<file path="src/rtl/joy_socd_resolver.sv">
// joy_socd_resolver: per-player joystick sync, debounce and SOCD resolution
// Ports: clk (clk_sys); reset_n sync active-low; mode 0 last-wins / 1 neutral /
// 2 first-wins / 3 4-way; dir_in raw {U,D,L,R} per player; dir_out resolved
// registered {U,D,L,R} per player; changed one-cycle pulse per player nibble change.
module joy_socd_resolver #(
    parameter int PLAYERS  = 2,
    parameter int DEBOUNCE = 0
) (
    input  logic                   clk,
    input  logic                   reset_n,
    input  logic [1:0]             mode,
    input  logic [4*PLAYERS-1:0]   dir_in,
    output logic [4*PLAYERS-1:0]   dir_out,
    output logic [PLAYERS-1:0]     changed
);
    localparam logic [1:0] M_NEUTRAL = 2'd1;
    localparam logic [1:0] M_FIRST   = 2'd2;
    localparam logic [1:0] M_4WAY    = 2'd3;

    // Both-new clears to none; a locked axis (first-wins with a bit already held) keeps its owner.
    function automatic logic [1:0] upd(input logic [1:0] n, input logic [1:0] cur, input logic lock);
        upd = (n == 2'b11) ? 2'b00 : lock ? cur : (n == 2'b01 || n == 2'b10) ? n : cur;
    endfunction

    for (genvar p = 0; p < PLAYERS; p++) begin : g_pl
        logic [3:0] s1, s2, deb, prev, nw, out_nxt, dout;
        logic [1:0] last_h, last_v, last_h_nxt, last_v_nxt, h, v;
        logic       last_axis, last_axis_nxt, chg;

        if (DEBOUNCE == 0) begin : g_nodeb
            assign deb = s2;
        end else begin : g_deb
            localparam int CW = $clog2(DEBOUNCE + 1);
            localparam logic [CW-1:0] LIM = CW'(DEBOUNCE - 1);
            for (genvar b = 0; b < 4; b++) begin : g_bit
                logic [CW-1:0] cnt;
                logic          d;
                always_ff @(posedge clk) begin
                    if (!reset_n) begin
                        cnt <= '0;
                        d   <= 1'b0;
                    end else if (s2[b] != d) begin
                        cnt <= (cnt == LIM) ? '0 : cnt + 1'b1;
                        d   <= (cnt == LIM) ? s2[b] : d;
                    end else begin
                        cnt <= '0;
                    end
                end
                assign deb[b] = d;
            end
        end

        always_comb begin
            nw = deb & ~prev;
            last_h_nxt = upd(nw[1:0], last_h, mode == M_FIRST && |prev[1:0]);
            last_v_nxt = upd(nw[3:2], last_v, mode == M_FIRST && |prev[3:2]);
            // A new bit on both axes at once leaves the axis priority unchanged.
            last_axis_nxt = (|nw[3:2] && !(|nw[1:0])) ? 1'b1 :
                            (|nw[1:0] && !(|nw[3:2])) ? 1'b0 : last_axis;
            h = (deb[1:0] != 2'b11) ? deb[1:0] : (mode == M_NEUTRAL) ? 2'b00 : last_h_nxt;
            v = (deb[3:2] != 2'b11) ? deb[3:2] : (mode == M_NEUTRAL) ? 2'b00 : last_v_nxt;
            out_nxt = (mode == M_4WAY && |h && |v) ? (last_axis_nxt ? {v, 2'b00} : {2'b00, h}) : {v, h};
        end

        always_ff @(posedge clk) begin
            if (!reset_n) begin
                s1        <= '0;
                s2        <= '0;
                prev      <= '0;
                last_h    <= '0;
                last_v    <= '0;
                last_axis <= 1'b0;
                dout      <= '0;
                chg       <= 1'b0;
            end else begin
                s1        <= dir_in[4*p +: 4];
                s2        <= s1;
                prev      <= deb;
                last_h    <= last_h_nxt;
                last_v    <= last_v_nxt;
                last_axis <= last_axis_nxt;
                dout      <= out_nxt;
                chg       <= (out_nxt != dout);
            end
        end

        assign dir_out[4*p +: 4] = dout;
        assign changed[p]        = chg;
    end
endmodule
</file>
<file path="config.mk">
export PLATFORM = sky130hd
export DESIGN_NAME = joy_socd_resolver
export DESIGN_NICKNAME = d
export VERILOG_FILES = /design/src/rtl/joy_socd_resolver.sv
export SDC_FILE = /design/constraint.sdc
export NUM_CORES = 1
export LEC_CHECK = 0
export ABC_AREA = 1
export BUFFER_PORTS_ARGS = -buffer_cell sky130_fd_sc_hd__buf_2
export CORE_UTILIZATION = 30
export CTS_BUF_LIST = sky130_fd_sc_hd__clkbuf_16
export CTS_CLUSTER_DIAMETER = 100
export DETAILED_ROUTE_END_ITERATION = 10
export PLACE_DENSITY = 0.46
export SLEW_MARGIN = 20
export SYNTH_ARGS = -nofsm -noshare
export SYNTH_HDL_FRONTEND = slang
export SYNTH_SLANG_ARGS = --single-unit
</file>
<file path="constraint.sdc">
create_clock -name clk -period 2.07 [get_ports clk]
set_input_delay 0.414 -clock clk [delete_from_list [all_inputs] [get_ports clk]]
set_output_delay 0.414 -clock clk [all_outputs]
set_load 0.005 [all_outputs]
</file>
==> key figures, run 1 <==
Synth
  – Mapped cell area: 2120 um^2
  – Top post-synthesis cells by area: dfxtp_1 42%, nand2_1 19%, inv_1 13%, nand3_1 5.2%, nor2_1 4.8%
  – Biggest area consumer among synthesized cells: dfxtp_1
  – Mapped Cells: 320
  – Yosys top cell area share: 41.5%
  – #FFs+latches synth: 44
  – Post-Syn Nets: 339
  – Count of different cell masters after synthesis: 19
  – Yosys warning count: 0
  – Register area share after synthesis: 41.5%
  – Syn avg cell area: 6.63 um^2

Pwr
  – Lkg Pwr: 0.00147 uW
  – Clock share of power: 43.0%
  – Internal power: 1560 uW
  – Sequential fraction of design power: 44.4%
  – Worst VDD drop: 0.366 mV
  – Comb pwr share: 12.6%
  – Switching share of power: 23.6%
  – Power Dens Cells: 751 nW/um^2
  – Switching power: 480 uW

Timing
  – Final Max Tran Viols: 0
  – Slew margin rel.: 70.9%
  – RSZ-0062 raised after global routing: yes
  – Min Clock Period, post-route: 1.96 ns
  – Setup-failing EPs final: 0
  – Setup Skew: 0.00318 ns
  – Slew of the pin with the lowest slew margin: 0.437 ns
  – Final hold violations: 0
  – Setup WS post-layout: 0.108 ns
  – FMAX: 510 MHz
  – Crit share post-route: 94.8%

Worst setup path
  – Worst r2r dst: g_pl[1].chg$_SDFF_PN0_
  – Startpoint types: register
  – Crit-path cells: inv_2 -> nor2_4 -> inv_2 -> ha_4 -> inv_2 -> nand2_2 -> nand2_1 -> nand2_1 -> nand2_2 -> nand3_2 -> nand2_2 -> nand2_2 -> nand2_2 -> nand3_4 -> nand2_2 -> nand2_1 -> nand2_1 -> inv_2 -> nand3_2 -> nor2_1 -> nor2_1
  – WP data arrival: 2.13 ns
  – CP required: 2.24 ns
  – R2r worst-path depth: 21
  – Reg2reg start: g_pl[1].deb[0]$_SDFF_PN0_
  – CP Capture Type: register
  – WS Path Type: register to register
  – Top fanout value on the critical path: 4
  – Top cell by count, worst path: nand2_2
  – Slowest Stage Delay on Critical Path: 0.33 ns
  – Highest-delay cell along the critical path: dfxtp_2
  – Reg2Reg Setup Slack: 0.11 ns

Drt
  – Routed wire length per instance: 8.82 um
  – Via count: 1783
  – First-pass detailed-route iteration total: 4
  – DRC viols: 0
  – First-iteration detailed-routing DRC count: 72
  – Vias per cell: 3.95
  – Wirelength, routed: 3980 um
  – Antenna Nets Post-Route: 0

Floorplan
  – Core Region: 6790 um^2
  – Die height: 86.1 um
  – Row cnt: 30
  – Initial Utilization: 31.2%
  – I/O pin cnt: 22
  – Die Wd: 86.1 um
  – Die ar.: 7410 um^2

Placement
  – Dpl hpwl: 2890 um
  – PortBufs: 21
  – RePlAce Congestion: 0.768
  – Inst Count DP: 440
  – Area after DPL: 2400 um^2
  – Place WS: -0.0184 ns

Clock tree
  – Clock latency on the worst-skew pair: 0.28 ns
  – Clock sinks: 44
  – Total CTS buffers: 5
  – Clk slew on worst S/H paths: 0.06 ns
  – # hold bufs at CTS: 0
  – Clock Tree Buf Depth: 2
  – H-tree levels: 2
  – CTS tree: yes
  – Root Driver: clkbuf_16

Global route
  – Gr usage total: 11.7%
  – Gr ovfl total: 0
  – Largest net degree at the start of global routing: 26
  – Initial antenna violation count: 0
  – First-pass GRT wire length: 6990 um
  – Vias in the first global route: 1592

Finish
  – Post-route cell area: 2710 um^2
  – Area overhead of the layout relative to synthesis: 27.9%
  – N_diodes: 0
  – Final net count: 373
  – Non-filler cells, final: 451
  – Commonest cells after routing, fill and taps aside: 92 x nand2_1, 63 x inv_1, 41 x dfxtp_1, 23 x nor2_1
  – Commonest non-fill, non-tap cell in the layout: nand2_1
  – Layout cell share with drive strength beyond 1: 26.8%

Hold path
  – Worst Hold Class: input pin to register
  – Hold wc startpoint: dir_in[1]
  – Hold path depth: 3
  – Worst hold endpoint: g_pl[0].s1[1]$_SDFF_PN0_

Outcome
  – Status: finished, final reports clean

Run
  – Max-Cap Viols: 0
-- cell type report --
type	count	area (um^2)
clock buffer	5	125
clock inverter	3	38.8
fill	687	4080
inverter	73	274
multi-input combinational	195	1050
sequential	44	885
tap	96	120
timing repair buffer	35	223
-- per-layer routing --
layer | routed length [um] | vias to the layer above | track usage (%)
met5 | 0 | - | 0
met4 | 67 | 0 | 4.55
met3 | 137 | 6 | 2.50
met2 | 1680 | 32 | 18.0
met1 | 2100 | 739 | 16.1
li1 | - | 1006 | -
-- state kept, by name (all words and copies together), names as in the netlist --
name and cells:
g_pl.dout 8, g_pl.last_v 4, g_pl.deb 8, g_pl.last_axis 2, g_pl.chg 2, g_pl.s1 8, g_pl.last_h 4, g_pl.prev 8
-- power groups by stage --
stage | clock network, uW | logic [uW] | registers (uW)
after global placement | 0 | 232 | 921
final | 876 | 257 | 904
after CTS | 909 | 236 | 903
after floorplan | 0 | 167 | 922
after global routing | 937 | 299 | 908
after detailed placement | 0 | 232 | 921
-- synth_stat cells (all sizes together) --
master and n:
nand2 113, clkbuf 5, buf 3, dfxtp 44, nand3 27, or2 1
nand3b 5, a21oi 5, o21ai 3, nand4 6, clkinv 1, inv 72
ha 7, nor2 28
-- worst max path at each step --
stage / start / to / slack [ns]
floorplan: g_pl[1].deb[0]$_SDFF_PN0_ / g_pl[1].chg$_SDFF_PN0_ / 0.08
global placement: g_pl[1].deb[0]$_SDFF_PN0_ / g_pl[1].chg$_SDFF_PN0_ / -0.0002
detailed placement: g_pl[1].deb[0]$_SDFF_PN0_ / g_pl[1].chg$_SDFF_PN0_ / -0.02
CTS: g_pl[1].deb[2]$_SDFF_PN0_ / g_pl[1].chg$_SDFF_PN0_ / 0.05
global route: g_pl[1].deb[0]$_SDFF_PN0_ / g_pl[1].chg$_SDFF_PN0_ / -0.07
finish: g_pl[1].deb[0]$_SDFF_PN0_ / g_pl[1].chg$_SDFF_PN0_ / 0.11
-- cell families after synthesis --
family / synth area share, %
AOI/OAI and AO/OA: 2.24
adders and majority gates: 4.13
buffers and inverters: 15.0
DFF: 41.5
and+or+nand+nor: 37.1
-- metrics by stage --
stage                      TNS [ns]  power [uW]  hold slack, ns  utilization, %
after CTS                         0        2050           0.304            37.9
after detailed placement    -0.0184        1150           0.395            35.3
after global routing         -0.140        2140           0.316            39.9
after global placement    -0.000180        1150           0.392            35.3
after floorplan                   0        1090           0.390               -
final                             0        2040           0.311            39.9
-- worst max-delay path, delay by kind of cell, from the launching register on --
kind | cells | cell delay (ns)
flops | 1 | 0.33
simple gates | 16 | 1.06
fa+ha+maj | 1 | 0.27
buf+inv | 4 | 0.18
-- timing repair --
| action | 4_1_cts | 5_1_grt |
|---|---|---|
| pin swaps | 0 | 29 |
| endpoints found under the setup margin | 1 | 4 |
| hold endpoints to repair | 0 | 0 |
| setup buffers | 0 | 3 |
| gates cloned | 0 | 0 |
| gates resized for setup | 2 | 40 |
Power figures use the tool's default switching activity.
==> inputs of run 2 (changes only) <==
PLACE_DENSITY = 0.44   (was 0.46)
clock period = 2.3 ns   (was 2.07 ns; I/O delays follow)
==> key figures, run 2 (synthesized netlist as in run 1, its figures left out) <==
Outcome
  – Status: finished, final reports clean

Hold path
  – Hold path depth: 3
  – Worst Hold Class: input pin to register
  – Hold wc startpoint: dir_in[7]
  – Worst hold endpoint: g_pl[1].s1[3]$_SDFF_PN0_

Timing
  – Final hold violations: 0
  – Setup-failing EPs final: 0
  – Setup WS post-layout: 0.290 ns
  – Slew margin rel.: 56.6%
  – Min Clock Period, post-route: 2.01 ns
  – Slew of the pin with the lowest slew margin: 0.650 ns
  – Final Max Tran Viols: 0
  – Setup Skew: 0.00467 ns
  – FMAX: 498 MHz
  – Crit share post-route: 87.4%

Floorplan
  – Row cnt: 30
  – Die height: 86.1 um
  – Die ar.: 7410 um^2
  – Initial Utilization: 31.2%
  – Die Wd: 86.1 um
  – I/O pin cnt: 22
  – Core Region: 6790 um^2

Drt
  – First-pass detailed-route iteration total: 4
  – Vias per cell: 3.96
  – DRC viols: 0
  – First-iteration detailed-routing DRC count: 89
  – Via count: 1754
  – Antenna Nets Post-Route: 0
  – Routed wire length per instance: 8.72 um
  – Wirelength, routed: 3860 um

Pwr
  – Sequential fraction of design power: 47.9%
  – Switching power: 424 uW
  – Power Dens Cells: 672 nW/um^2
  – Clock share of power: 40.3%
  – Lkg Pwr: 0.00141 uW
  – Internal power: 1280 uW
  – Comb pwr share: 11.7%
  – Worst VDD drop: 0.247 mV
  – Switching share of power: 25.0%

Placement
  – RePlAce Congestion: 0.746
  – Inst Count DP: 434
  – Dpl hpwl: 2900 um
  – Place WS: 0.119 ns
  – PortBufs: 21
  – Area after DPL: 2340 um^2

Worst setup path
  – Worst r2r dst: g_pl[0].chg$_SDFF_PN0_
  – Reg2reg start: g_pl[0].deb[0]$_SDFF_PN0_
  – Top fanout value on the critical path: 4
  – R2r worst-path depth: 18
  – CP Capture Type: register
  – WP data arrival: 2.15 ns
  – Reg2Reg Setup Slack: 0.29 ns
  – WS Path Type: register to register
  – CP required: 2.44 ns
  – Startpoint types: register

Clock tree
  – Total CTS buffers: 5
  – Clock latency on the worst-skew pair: 0.28 ns
  – Clock sinks: 44
  – Root Driver: clkbuf_16
  – Clock Tree Buf Depth: 2
  – # hold bufs at CTS: 0
  – CTS tree: yes
  – H-tree levels: 2
  – Clk slew on worst S/H paths: 0.06 ns

Finish
  – N_diodes: 0
  – Layout cell share with drive strength beyond 1: 16.4%
  – Multi-input logic area: 958 um^2
  – Final Util: 37.3%
  – Area overhead of the layout relative to synthesis: 19.4%
  – Post-route cell area: 2530 um^2
  – Commonest cells after routing, fill and taps aside: 106 x nand2_1, 72 x inv_1, 41 x dfxtp_1, 24 x nor2_1, 22 x nand3_1
  – Fill count: 747
  – Commonest non-fill, non-tap cell in the layout: nand2_1
  – Non-filler cells, final: 443
  – Register area: 885 um^2
  – Final net count: 365

Global route
  – Initial antenna violation count: 0
  – Vias in the first global route: 1662
  – Largest net degree at the start of global routing: 25
  – First-pass GRT wire length: 7110 um
  – Gr ovfl total: 0
  – Gr usage total: 12.2%

Run
  – Max-Cap Viols: 0
-- run 2: cell types whose count changed in the layout (fill, tap and decap cells not counted), moves of 2 or more --
cell / change
nand2_2: -14
ha_4: -2
buf_4: -7
ha_1: +2
inv_1: +9
clkinvlp_4: +2
inv_2: -10
nand2_1: +14
nand3_1: +2
-- run 2: timing repair --
item | CTS | global route
gates resized for setup | 0 | 10
hold endpoints to repair | 0 | 0
setup buffers | 0 | 1
endpoints found under the setup margin | 0 | 4
-- run 2: worst max-delay path by stage --
| stage | from | end | slack, ns | depth (start not counted) |
|---|---|---|---|---|
| global route | g_pl[1].deb[3]$_SDFF_PN0_ | g_pl[1].chg$_SDFF_PN0_ | -0.0001 | 18 |
| floorplan | g_pl[1].deb[0]$_SDFF_PN0_ | g_pl[1].chg$_SDFF_PN0_ | 0.31 | 20 |
| finish | g_pl[0].deb[0]$_SDFF_PN0_ | g_pl[0].chg$_SDFF_PN0_ | 0.29 | 18 |
| detailed placement | g_pl[1].deb[3]$_SDFF_PN0_ | g_pl[1].chg$_SDFF_PN0_ | 0.12 | 18 |
| CTS | g_pl[1].deb[3]$_SDFF_PN0_ | g_pl[1].chg$_SDFF_PN0_ | 0.10 | 18 |
| global placement | g_pl[1].deb[3]$_SDFF_PN0_ | g_pl[1].chg$_SDFF_PN0_ | 0.13 | 18 |
-- run 2: metal layers --
layer / vias up / GRT usage [%] / part of all wire, %
li1: 992 / - / -
met2: 35 / 19.8 / 40
met1: 721 / 15.2 / 54
met4: 0 / 5.91 / 1.9
met3: 6 / 2.50 / 4.2
met5: - / 0 / 0
-- run 2: critical path, stage by stage (launching register included) --
cell	delay (ns)
dfxtp_1	0.34
nand2_1	0.11
inv_1	0.05
ha_1	0.31
inv_1	0.06
nand2_1	0.05
nand2_1	0.05
nand2_1	0.07
nand4_1	0.08
nand2_1	0.07
nand2_1	0.08
nand2_1	0.09
nand3_2	0.09
nand2_1	0.10
nand2_1	0.05
nand2_1	0.05
nand3_1	0.07
nor2_1	0.10
nor2_1	0.04
-- run 2: final cells by class --
cell class / count / share of cell area [%]
clock buffer: 5 / 4.94
clock inverter: 3 / 0.741
inverter: 73 / 10.8
multi-input combinational: 195 / 37.9
sequential: 44 / 34.9
tap: 96 / 4.75
timing repair buffer: 27 / 5.93
-- run 2: per-stage QoR --
stage	hold WS, ns	TNS (ns)	total power (uW)
global placement	0.394	0	1030
CTS	0.348	0	1730
detailed placement	0.397	0	1030
finish	0.351	0	1700
floorplan	0.390	0	979
global route	0.363	-0.0000959	1810
-- run 2: power by group through the flow --
| stage | clock [uW] | combinational [uW] | sequential (uW) |
|---|---|---|---|
| 2_1_floorplan | 0 | 150 | 829 |
| 3_3_place_gp | 0 | 195 | 832 |
| 3_5_place_dp | 0 | 196 | 832 |
| 4_1_cts | 719 | 196 | 815 |
| 5_1_grt | 751 | 236 | 820 |
| 6_report | 686 | 199 | 815 |
==> inputs of run 3 (changes only) <==
CELL_PAD_IN_SITES_DETAIL_PLACEMENT = 0   (was default)
CELL_PAD_IN_SITES_GLOBAL_PLACEMENT = 1   (was default)
PLACE_DENSITY = 0.58   (was 0.44)
==> key figures, run 3 (synthesized netlist as in run 1, its figures left out) <==
Clock tree
  – Post-CTS Setup Repair Bufs: 0
  – Clock Tree Buf Depth: 2
  – Clk slew on worst S/H paths: 0.06 ns
  – # hold bufs at CTS: 0
  – CTS tree: yes
  – Root Driver: clkbuf_16
  – Clock latency on the worst-skew pair: 0.28 ns
  – Clock sinks: 44
  – Post-CTS sizing: 0
  – H-tree levels: 2
  – Total CTS buffers: 5

Drt
  – First-iteration detailed-routing DRC count: 59
  – First-pass detailed-route iteration total: 4
  – DRC viols: 0
  – Wirelength, routed: 4000 um
  – Via count: 1756
  – Vias per cell: 3.97
  – Routed wire length per instance: 9.05 um
  – Antenna Nets Post-Route: 0

Placement
  – Inst Count DP: 434
  – PortBufs: 21
  – RePlAce Congestion: 0.781
  – Dpl hpwl: 2990 um

Timing
  – FMAX: 488 MHz
  – Slew of the pin with the lowest slew margin: 0.549 ns
  – RSZ-0062 raised after global routing: no
  – Setup-failing EPs final: 0
  – Crit share post-route: 89.1%
  – Setup TNS: 0 ns
  – Min Clock Period, post-route: 2.05 ns
  – Setup Skew: 0.00347 ns
  – Final Max Tran Viols: 0
  – Final hold violations: 0
  – Slew margin rel.: 63.0%

Worst setup path
  – Top delay family on crit path: simple AND/OR/NAND/NOR gates
  – CP required: 2.47 ns
  – Highest-delay cell along the critical path: dfxtp_1
  – Startpoint types: register
  – Slowest Stage Delay on Critical Path: 0.32 ns
  – CP Buf/Inv Count: 3
  – Crit-path cells: inv_1 -> nor2_2 -> inv_1 -> ha_1 -> inv_1 -> nand2_1 -> nand2_1 -> nand2_1 -> nand2_2 -> nand3_1 -> nand2_1 -> nand2_2 -> nand2_2 -> nand3_2 -> nand2_1 -> nand2_1 -> nand2_1 -> nand3_1 -> nor2_1 -> nor2_1
  – CP Capture Type: register
  – Top fanout value on the critical path: 4
  – Top cell by count, worst path: nand2_1
  – WS Path Type: register to register
  – WP data arrival: 2.22 ns

Global route
  – Gr usage total: 12.2%
  – Initial antenna violation count: 0
  – Gr ovfl total: 0
  – Met1 Track Usage GR: 16.0%
  – Grt met3 use: 3.18%
  – Largest net degree at the start of global routing: 26
  – Met2 global-route usage: 19.2%
  – Vias in the first global route: 1625
  – First-pass GRT wire length: 7120 um
  – GR peak layer: met2

Finish
  – Non-filler cells, final: 442
  – Fill count: 728
  – Commonest non-fill, non-tap cell in the layout: nand2_1
  – Final net count: 364
  – Commonest cells after routing, fill and taps aside: 106 x nand2_1, 72 x inv_1, 43 x dfxtp_1, 25 x nor2_1, 22 x nand3_1
  – Area overhead of the layout relative to synthesis: 19.9%
  – Layout cell share with drive strength beyond 1: 15.0%
  – N_diodes: 0

Floorplan
  – Die Wd: 86.1 um
  – Core Region: 6790 um^2
  – Die height: 86.1 um
  – Die ar.: 7410 um^2
  – Row cnt: 30
  – I/O pin cnt: 22
  – Initial Utilization: 31.2%

Pwr
  – Power Dens Cells: 715 nW/um^2
  – Lkg Pwr: 0.00143 uW
  – Worst VDD drop: 0.350 mV

Run
  – Max-Cap Viols: 0

Outcome
  – Status: finished, final reports clean

Hold path
  – Worst Hold Class: input pin to register
run 3: changes by cell type in the layout (fill, tap and decap cells not counted), sizes merged:
cell      previous run  this run
buf                 27        26
clkinv               2         3
bufinv               0         1
clkinvlp             2         0
run 3: final timing paths:
| path | slack (ns) | from | to | depth (start not counted) |
|---|---|---|---|---|
| setup reg to reg | 0.25 | g_pl[1].deb[0]$_SDFF_PN0_ | g_pl[1].chg$_SDFF_PN0_ | 20 |
| hold reg to reg | 0.41 | g_pl[0].s1[0]$_SDFF_PN0_ | g_pl[0].deb[0]$_SDFF_PN0_ | 2 |
| hold / removal | 0.35 | dir_in[1] | g_pl[0].s1[1]$_SDFF_PN0_ | 3 |
| setup / recovery | 0.25 | g_pl[1].deb[0]$_SDFF_PN0_ | g_pl[1].chg$_SDFF_PN0_ | 20 |
run 3: metrics by stage:
stage	area, um^2	setup slack (ns)	hold slack [ns]	util (%)	total power, uW
finish	2540	0.250	0.355	37.4	1820
global route	2540	0.00658	0.360	37.4	1920
CTS	2520	0.119	0.347	37.1	1850
detailed placement	2350	0.127	0.395	34.6	1030
global placement	2350	0.134	0.394	34.6	1030
floorplan	2120	0.306	0.390	-	979
run 3: worst reg2reg max path, cell delays in order, from the launching register on:
cell,delay [ns]
dfxtp_1,0.32
inv_1,0.05
nor2_2,0.09
inv_1,0.05
ha_1,0.32
inv_1,0.08
nand2_1,0.05
nand2_1,0.06
nand2_1,0.06
nand2_2,0.06
nand3_1,0.06
nand2_1,0.08
nand2_2,0.07
nand2_2,0.07
nand3_2,0.09
nand2_1,0.11
nand2_1,0.05
nand2_1,0.05
nand3_1,0.07
nor2_1,0.10
nor2_1,0.04
run 3: layout make-up:
class	count	area [um^2]	area share [%]
clock buffer	5	125	4.92
clock inverter	3	42.5	1.67
inverter	73	274	10.8
multi-input combinational	195	943	37.1
sequential	44	882	34.7
tap	96	120	4.72
timing repair buffer	26	155	6.10
run 3: layer usage:
metal  part of all wire, %  vias up  wire length, um
met5                     0        -                0
met4                   1.2        0               49
met3                   3.1        5              125
met2                    40       26             1580
met1                    56      736             2240
li1                      -      989                -
run 3: report_power, final:
group          internal (uW)  switching [uW]  total (uW)  leakage [uW]
Clock                    510             292         802     0.0000814
Combinational           78.4             123         201      0.000984
Sequential               799            15.6         815      0.000362
